File: config.mk
export PLATFORM = sky130hd
export DESIGN_NAME = spi_slave_flat
export DESIGN_NICKNAME = d
export VERILOG_FILES = /design/src/rtl/spi_slave_if.sv /design/src/rtl/spi_slave.sv /design/src/flat_wrapper.sv
export SDC_FILE = /design/constraint.sdc
export NUM_CORES = 1
export LEC_CHECK = 0
export CELL_PAD_IN_SITES_DETAIL_PLACEMENT = 1
export CELL_PAD_IN_SITES_GLOBAL_PLACEMENT = 2
export CORE_MARGIN = 5
export CORE_UTILIZATION = 40
export CTS_BUF_LIST = sky130_fd_sc_hd__clkbuf_8
export DETAILED_ROUTE_END_ITERATION = 12
export PLACE_DENSITY_LB_ADDON = 0.25
export SKIP_LAST_GASP = 1
export SYNTH_ARGS = -nofsm -noshare
export SYNTH_HDL_FRONTEND = slang
export SYNTH_SLANG_ARGS = --single-unit
File: constraint.sdc
create_clock -name clk -period 3.26 [get_ports clk]
set_clock_uncertainty 0.05 [all_clocks]
set_input_delay 0.978 -clock clk [delete_from_list [all_inputs] [get_ports clk]]
set_output_delay 0.978 -clock clk [all_outputs]
set_load 0.1 [all_outputs]
File: src/rtl/spi_slave_if.sv
`timescale 1ns/1ps
// SPI slave bundle: serial pins plus the parallel word/strobe side.
// Defining SPI_SLAVE_FRAME_ERR_EN adds the frame_err strobe.
interface spi_slave_if #(
    parameter int DATA_WIDTH = 8
) ();
    logic [DATA_WIDTH-1:0] data_send;
    logic                  sclk;
    logic                  csn;
    logic                  mosi;
    logic                  miso;
    logic                  spi_done;
    logic [DATA_WIDTH-1:0] data_recv;
    logic                  busy;
`ifdef SPI_SLAVE_FRAME_ERR_EN
    logic                  frame_err;
`endif

    modport slave (
        input  data_send, sclk, csn, mosi,
`ifdef SPI_SLAVE_FRAME_ERR_EN
        output frame_err,
`endif
        output miso, spi_done, data_recv, busy
    );

    modport master (
        output data_send, sclk, csn, mosi,
`ifdef SPI_SLAVE_FRAME_ERR_EN
        input  frame_err,
`endif
        input  miso, spi_done, data_recv, busy
    );
endinterface

File: src/rtl/spi_slave.sv
`timescale 1ns/1ps
// SPI responder: synchronizes sclk/csn/mosi into clk, full-duplex MSB-first words.
// Optional truncated-word strobe frame_err under `define SPI_SLAVE_FRAME_ERR_EN.
module spi_slave #(
    parameter int DATA_WIDTH = 8,
    parameter int CPOL       = 0,
    parameter int CPHA       = 1
) (
    input  logic       clk,
    input  logic       arst,
    spi_slave_if.slave bus
);
    localparam int            MSB       = DATA_WIDTH - 1;
    localparam int            CW        = $clog2(DATA_WIDTH);
    localparam logic [CW-1:0] LAST      = CW'(DATA_WIDTH - 1);
    localparam logic          SCLK_IDLE = (CPOL != 0);
    localparam logic          PHASE1    = (CPHA != 0);
    localparam logic [0:0]    ST_IDLE   = 1'b0;
    localparam logic [0:0]    ST_XFER   = 1'b1;

    logic                  csn_s1_q;
    logic                  csn_s2_q;
    logic                  csn_d1_q;
    logic                  sclk_s1_q;
    logic                  sclk_s2_q;
    logic                  sclk_d1_q;
    logic                  mosi_s1_q;
    logic                  mosi_s2_q;
    logic [1:0]            sync_vld_q;
    logic                  armed_q;

    logic [0:0]            state_q;
    logic [0:0]            state_d;
    logic [CW-1:0]         bit_cnt_q;
    logic [CW-1:0]         bit_cnt_d;
    logic [DATA_WIDTH-1:0] rx_sr_q;
    logic [DATA_WIDTH-1:0] rx_sr_d;
    logic [DATA_WIDTH-1:0] tx_sr_q;
    logic [DATA_WIDTH-1:0] tx_sr_d;
    logic                  miso_q;
    logic                  miso_d;
    logic                  spi_done_q;
    logic                  spi_done_d;
    logic [DATA_WIDTH-1:0] data_recv_q;
    logic [DATA_WIDTH-1:0] data_recv_d;
`ifdef SPI_SLAVE_FRAME_ERR_EN
    logic                  frame_err_q;
    logic                  frame_err_d;
`endif

    logic sclk_edge;
    logic sclk_lead;
    logic sclk_trail;
    logic sample_edge;
    logic shift_edge;
    logic csn_fall;
    logic csn_rise;

    // The sync flops reset to idle levels, so the edge detector would see a
    // phantom csn fall after reset; armed_q blocks that until csn is seen high.
    always_ff @(posedge clk or posedge arst) begin
        if (arst) begin
            csn_s1_q   <= 1'b1;
            csn_s2_q   <= 1'b1;
            csn_d1_q   <= 1'b1;
            sclk_s1_q  <= SCLK_IDLE;
            sclk_s2_q  <= SCLK_IDLE;
            sclk_d1_q  <= SCLK_IDLE;
            mosi_s1_q  <= 1'b0;
            mosi_s2_q  <= 1'b0;
            sync_vld_q <= 2'b00;
            armed_q    <= 1'b0;
        end else begin
            csn_s1_q   <= bus.csn;
            csn_s2_q   <= csn_s1_q;
            csn_d1_q   <= csn_s2_q;
            sclk_s1_q  <= bus.sclk;
            sclk_s2_q  <= sclk_s1_q;
            sclk_d1_q  <= sclk_s2_q;
            mosi_s1_q  <= bus.mosi;
            mosi_s2_q  <= mosi_s1_q;
            sync_vld_q <= {sync_vld_q[0], 1'b1};
            armed_q    <= armed_q | (sync_vld_q[1] & csn_s2_q);
        end
    end

    assign sclk_edge   = (sclk_s2_q != sclk_d1_q);
    assign sclk_lead   = sclk_edge & (sclk_s2_q != SCLK_IDLE);
    assign sclk_trail  = sclk_edge & (sclk_s2_q == SCLK_IDLE);
    assign sample_edge = PHASE1 ? sclk_trail : sclk_lead;
    assign shift_edge  = PHASE1 ? sclk_lead : sclk_trail;
    assign csn_fall    = armed_q & csn_d1_q & ~csn_s2_q;
    assign csn_rise    = ~csn_d1_q & csn_s2_q;

    always_comb begin
        state_d     = state_q;
        bit_cnt_d   = bit_cnt_q;
        rx_sr_d     = rx_sr_q;
        tx_sr_d     = tx_sr_q;
        miso_d      = miso_q;
        spi_done_d  = 1'b0;
        data_recv_d = data_recv_q;
`ifdef SPI_SLAVE_FRAME_ERR_EN
        frame_err_d = 1'b0;
`endif
        case (state_q)
            ST_IDLE: begin
                miso_d = 1'b0;
                if (csn_fall) begin
                    state_d   = ST_XFER;
                    tx_sr_d   = bus.data_send;
                    bit_cnt_d = '0;
                    rx_sr_d   = '0;
                    if (!PHASE1) begin
                        miso_d = bus.data_send[MSB];
                    end
                end
            end
            default: begin
                // Reload in the cycle spi_done is visible, so a data_send
                // written in response to the strobe goes out as the next word.
                if (spi_done_q) begin
                    tx_sr_d = bus.data_send;
                end
                if (sample_edge) begin
                    rx_sr_d = {rx_sr_q[DATA_WIDTH-2:0], mosi_s2_q};
                    if (bit_cnt_q == LAST) begin
                        bit_cnt_d   = '0;
                        spi_done_d  = 1'b1;
                        data_recv_d = rx_sr_d;
                    end else begin
                        bit_cnt_d = bit_cnt_q + CW'(1);
                    end
                end
                if (shift_edge) begin
                    if (PHASE1) begin
                        miso_d  = tx_sr_q[MSB];
                        tx_sr_d = {tx_sr_q[DATA_WIDTH-2:0], 1'b0};
                    end else if (bit_cnt_q == '0) begin
                        miso_d = tx_sr_q[MSB];
                    end else begin
                        miso_d  = tx_sr_q[DATA_WIDTH-2];
                        tx_sr_d = {tx_sr_q[DATA_WIDTH-2:0], 1'b0};
                    end
                end
                if (csn_rise) begin
`ifdef SPI_SLAVE_FRAME_ERR_EN
                    frame_err_d = (bit_cnt_d != '0);
`endif
                    state_d   = ST_IDLE;
                    bit_cnt_d = '0;
                    miso_d    = 1'b0;
                end
            end
        endcase
    end

    always_ff @(posedge clk or posedge arst) begin
        if (arst) begin
            state_q     <= ST_IDLE;
            bit_cnt_q   <= '0;
            rx_sr_q     <= '0;
            tx_sr_q     <= '0;
            miso_q      <= 1'b0;
            spi_done_q  <= 1'b0;
            data_recv_q <= '0;
`ifdef SPI_SLAVE_FRAME_ERR_EN
            frame_err_q <= 1'b0;
`endif
        end else begin
            state_q     <= state_d;
            bit_cnt_q   <= bit_cnt_d;
            rx_sr_q     <= rx_sr_d;
            tx_sr_q     <= tx_sr_d;
            miso_q      <= miso_d;
            spi_done_q  <= spi_done_d;
            data_recv_q <= data_recv_d;
`ifdef SPI_SLAVE_FRAME_ERR_EN
            frame_err_q <= frame_err_d;
`endif
        end
    end

    assign bus.miso      = miso_q;
    assign bus.spi_done  = spi_done_q;
    assign bus.data_recv = data_recv_q;
    assign bus.busy      = (state_q == ST_XFER);
`ifdef SPI_SLAVE_FRAME_ERR_EN
    assign bus.frame_err = frame_err_q;
`endif
endmodule

File: src/flat_wrapper.sv
// flat-port wrapper written by rule: the top's interface ports become plain ports
module spi_slave_flat 
#(
    parameter int DATA_WIDTH = 8,
    parameter int CPOL       = 0,
    parameter int CPHA       = 1
)
  (clk, arst, bus_data_send, bus_sclk, bus_csn, bus_mosi, bus_miso, bus_spi_done, bus_data_recv, bus_busy);
  spi_slave_if #(.DATA_WIDTH(DATA_WIDTH)) bus_i ();
  input  logic clk;
  input  logic arst;
  input wire logic [$bits(bus_i.data_send)-1:0] bus_data_send;
  input wire logic [$bits(bus_i.sclk)-1:0] bus_sclk;
  input wire logic [$bits(bus_i.csn)-1:0] bus_csn;
  input wire logic [$bits(bus_i.mosi)-1:0] bus_mosi;
  output wire logic [$bits(bus_i.miso)-1:0] bus_miso;
  output wire logic [$bits(bus_i.spi_done)-1:0] bus_spi_done;
  output wire logic [$bits(bus_i.data_recv)-1:0] bus_data_recv;
  output wire logic [$bits(bus_i.busy)-1:0] bus_busy;
  assign bus_i.data_send = bus_data_send;
  assign bus_i.sclk = bus_sclk;
  assign bus_i.csn = bus_csn;
  assign bus_i.mosi = bus_mosi;
  assign bus_miso = bus_i.miso;
  assign bus_spi_done = bus_i.spi_done;
  assign bus_data_recv = bus_i.data_recv;
  assign bus_busy = bus_i.busy;
  spi_slave #(.DATA_WIDTH(DATA_WIDTH), .CPOL(CPOL), .CPHA(CPHA)) u_core (.clk(clk), .arst(arst), .bus(bus_i));
endmodule
==> impl_metrics.py <==
metrics = {
    "worst_setup_path": {
        "crit_type": "register to primary output",
        "r2r-start": "u_core.csn_d1_q",
        "start_kind": "register",
        "worst_path_largest_cell_delay_ns": 0.47,
        "crit_family": "flip-flops",
        "cp_num_buf_inv": 1,
        "arrival_ns": 1.09,
        "crit_required_ns": 2.23,
        "path_cells": "buf_4",
        "path_max_fanout": 9,
        "cpMaxStageDelayCell": "dfrtp_1",
        "crit_start": "u_core.bus.busy",
        "crit_path_end_kind": "primary output",
    },
    "sta": {
        "final-max-slew-violation-count": 0,
        "period_share": 0.651,
        "hold_slack_ns": 0.308,
        "fin_setup_tns_ns": 0,
        "setup_viol": 0,
        "max_freq_mhz": 471,
        "period_minus_slack_ns": 2.12,
        "hold_viol_final": 0,
        "maxSlewHeadroom": 0.617,
        "rsz0062_at_grt": "no",
        "tightestPinTransition_ns": 0.572,
    },
    "logic_synthesis": {
        "synth_compound_area_frac": 0.123,
        "ys_ff_latch": 40,
        "synthSimpleGateAreaFrac": 0.116,
        "synth-xor-area-share": 0,
        "synth_area_um2": 1590,
        "synth.net_count": 139,
        "ys_warn_count": 0,
        "syn_inst": 124,
        "ys_types": 30,
        "yosysSeqAreaShare": 0.633,
        "synth_top_cell_by_area": "dfrtp_1",
        "synthMuxAreaShare": 0.0820,
        "synth_top_area_frac": 0.583,
        "synth_adder_area_share": 0.0158,
        "synth_area_leaders": "dfrtp_1 58%, mux2_4 7.6%, dfstp_2 5.0%",
        "syn_area_per_cell_um2": 12.8,
        "synth_top_family_by_area": "compound AO/OA/AOI/OAI gates",
    },
    "clocking": {
        "cts_num_sinks": 40,
        "clkTransAtPathRegs_ns": 0.07,
        "cts_setup_buffers": 0,
        "clock_latency_ns": 0.28,
        "holdBufCountCts": 0,
        "htreeDepth": 2,
        "root_buffer": "clkbuf_8",
        "cts_buffers": 5,
        "cts_buffer_depth": 2,
        "cts_resized": 0,
        "cts_tree": "done",
    },
    "placed_design": {
        "dp_hpwl_mm": 2.23,
        "portBuffers": 23,
        "place.gp.congestion": 0.701,
    },
    "floorplanning": {
        "boundaryPins": 24,
        "num_rows": 23,
        "fp.dieH_um": 73.0,
        "start_util": 0.406,
        "die_area_um2": 5330,
        "die_x_um": 73.0,
        "core_area_um2": 3910,
    },
    "global_route": {
        "grt_pass1_vias": 1082,
        "grt_pass1_wl_mm": 5.57,
        "grt_start_max_net_pins": 41,
        "grt-ovfl-total": 0,
        "track_usage": 0.136,
        "antenna_found_initial": 0,
    },
    "route": {
        "wl_mm": 3.25,
        "drt_iter0_drc": 92,
        "drc": 0,
        "firstDrtPassIters": 4,
        "num_vias": 1022,
        "drtAntennaViolNets": 0,
        "wl_per_cell_um": 16.2,
        "vias_per_cell": 5.08,
    },
    "pwr": {
        "max-vdd-ir-drop_mv": 0.361,
        "powerDensity_nw_per_um2": 591,
        "leakage_uw": 0.000959,
        "p_total_uw": 1160,
    },
    "final_layout": {
        "nets": 165,
        "drive_gt1_frac": 0.232,
        "diodes": 0,
        "final_util": 0.501,
        "area_delta_synth_final_pct": 23.5,
        "n_fill_cell": 429,
    },
    "hold_path": {
        "min_path_type": "register to register",
        "worstHoldStart": "u_core.csn_s1_q",
    },
    "job": {
        "drv_cap": 0,
    },
    "status": {
        "status": "completed",
    },
}
[worst paths after layout]
path,endpoint,slack (ns),depth (start not counted)
min in group asynchronous,u_core.sync_vld_q[0],1.05,3
max,bus_busy,1.14,1
min reg2reg,u_core.csn_s2_q,0.31,0
min,u_core.csn_s2_q,0.31,0
max in group asynchronous,u_core.csn_s2_q,1.74,3
max reg2reg,u_core.rx_sr_q[2],1.62,3
[cell type report]
| cell class | count | area (um^2) | share of cell area |
|---|---|---|---|
| sequential | 40 | 1000 | 0.512 |
| multi-input combinational | 74 | 538 | 0.274 |
| timing repair buffer | 24 | 210 | 0.107 |
| clock buffer | 7 | 96.3 | 0.0491 |
| tap | 50 | 62.6 | 0.0319 |
| clock inverter | 1 | 30.0 | 0.0153 |
| inverter | 5 | 18.8 | 0.00957 |
[per-stage QoR]
step | instance area (um^2) | std cells | worst slack [ns]
6_report | 1960 | 201 | 1.14
5_1_grt | 1960 | 201 | 1.05
4_1_cts | 1960 | 201 | 1.12
3_5_place_dp | 1830 | 193 | 1.40
3_3_place_gp | 1830 | 193 | 1.42
2_1_floorplan | 1590 | 124 | 1.26
[logic make-up (layout without fill, tap and decap cells)]
logic type / count (synthesis) / count (layout)
AOI/OAI and AO/OA: 29 / 29
adders and majority gates: 2 / 2
buffers and inverters: 10 / 37
DFF: 40 / 40
muxes: 9 / 9
other: 1 / 1
and+or+nand+nor: 33 / 33
[synthesized netlist by cell type, drive strengths merged]
library cell and number:
a21boi 2, a21o 1, a22o 7, a31oi 7
and2 1, and3b 1, and4bb 1, buf 3
clkbuf 2, conb 1, dfrtp 37, dfstp 3
ha 2, inv 5, mux2 8, mux2i 1
nand2 4, nand2b 3, nand3 11, nand3b 1
nand4bb 1, nor2 10, o21ai 9, o31ai 3
[cells in the final DEF, fill, tap and decap left out]
master,count
inv_2,1
and2_1,1
nand4bb_1,1
and4bb_1,1
dfstp_2,3
conb_1,1
nor2_2,1
nand2b_1,3
buf_4,12
nand2_1,3
mux2_4,8
clkbuf_8,7
inv_1,4
clkdlybuf4s50_1,12
mux2i_1,1
o21ai_0,1
a31oi_1,7
o31ai_1,3
a21boi_1,2
nor2_1,9
and3b_2,1
bufinv_16,1
nand3b_1,1
ha_1,2
nand3_1,11
dfrtp_1,37
a22o_1,7
a21o_1,1
nand2_4,1
o21ai_1,8
[per-layer routing]
layer  track usage  vias to the layer above  routed length [um]
met5             0                        -                   0
met4        0.0369                        0                  36
met3        0.0455                        5                 125
met2         0.204                       15                1560
met1         0.188                      517                1530
li1              -                      485                   -
[state kept, by name, summed over array words and instances, names as in the netlist]
signal,flops
u_core.bus.data_recv,8
u_core.tx_sr_q,8
u_core.rx_sr_q,7
u_core.bit_cnt_q,3
u_core.sync_vld_q,2
u_core.armed_q,1
u_core.bus.busy,1
u_core.bus.miso,1
u_core.bus.spi_done,1
u_core.csn_d1_q,1
u_core.csn_s1_q,1
u_core.csn_s2_q,1
u_core.mosi_s1_q,1
u_core.mosi_s2_q,1
u_core.sclk_d1_q,1
u_core.sclk_s1_q,1
u_core.sclk_s2_q,1
[power by group]
part           switching, uW  internal [uW]
combinational           79.7           59.5
sequential              37.0            552
clock                    160            270
total                    277            881
Power figures use the tool's default switching activity.
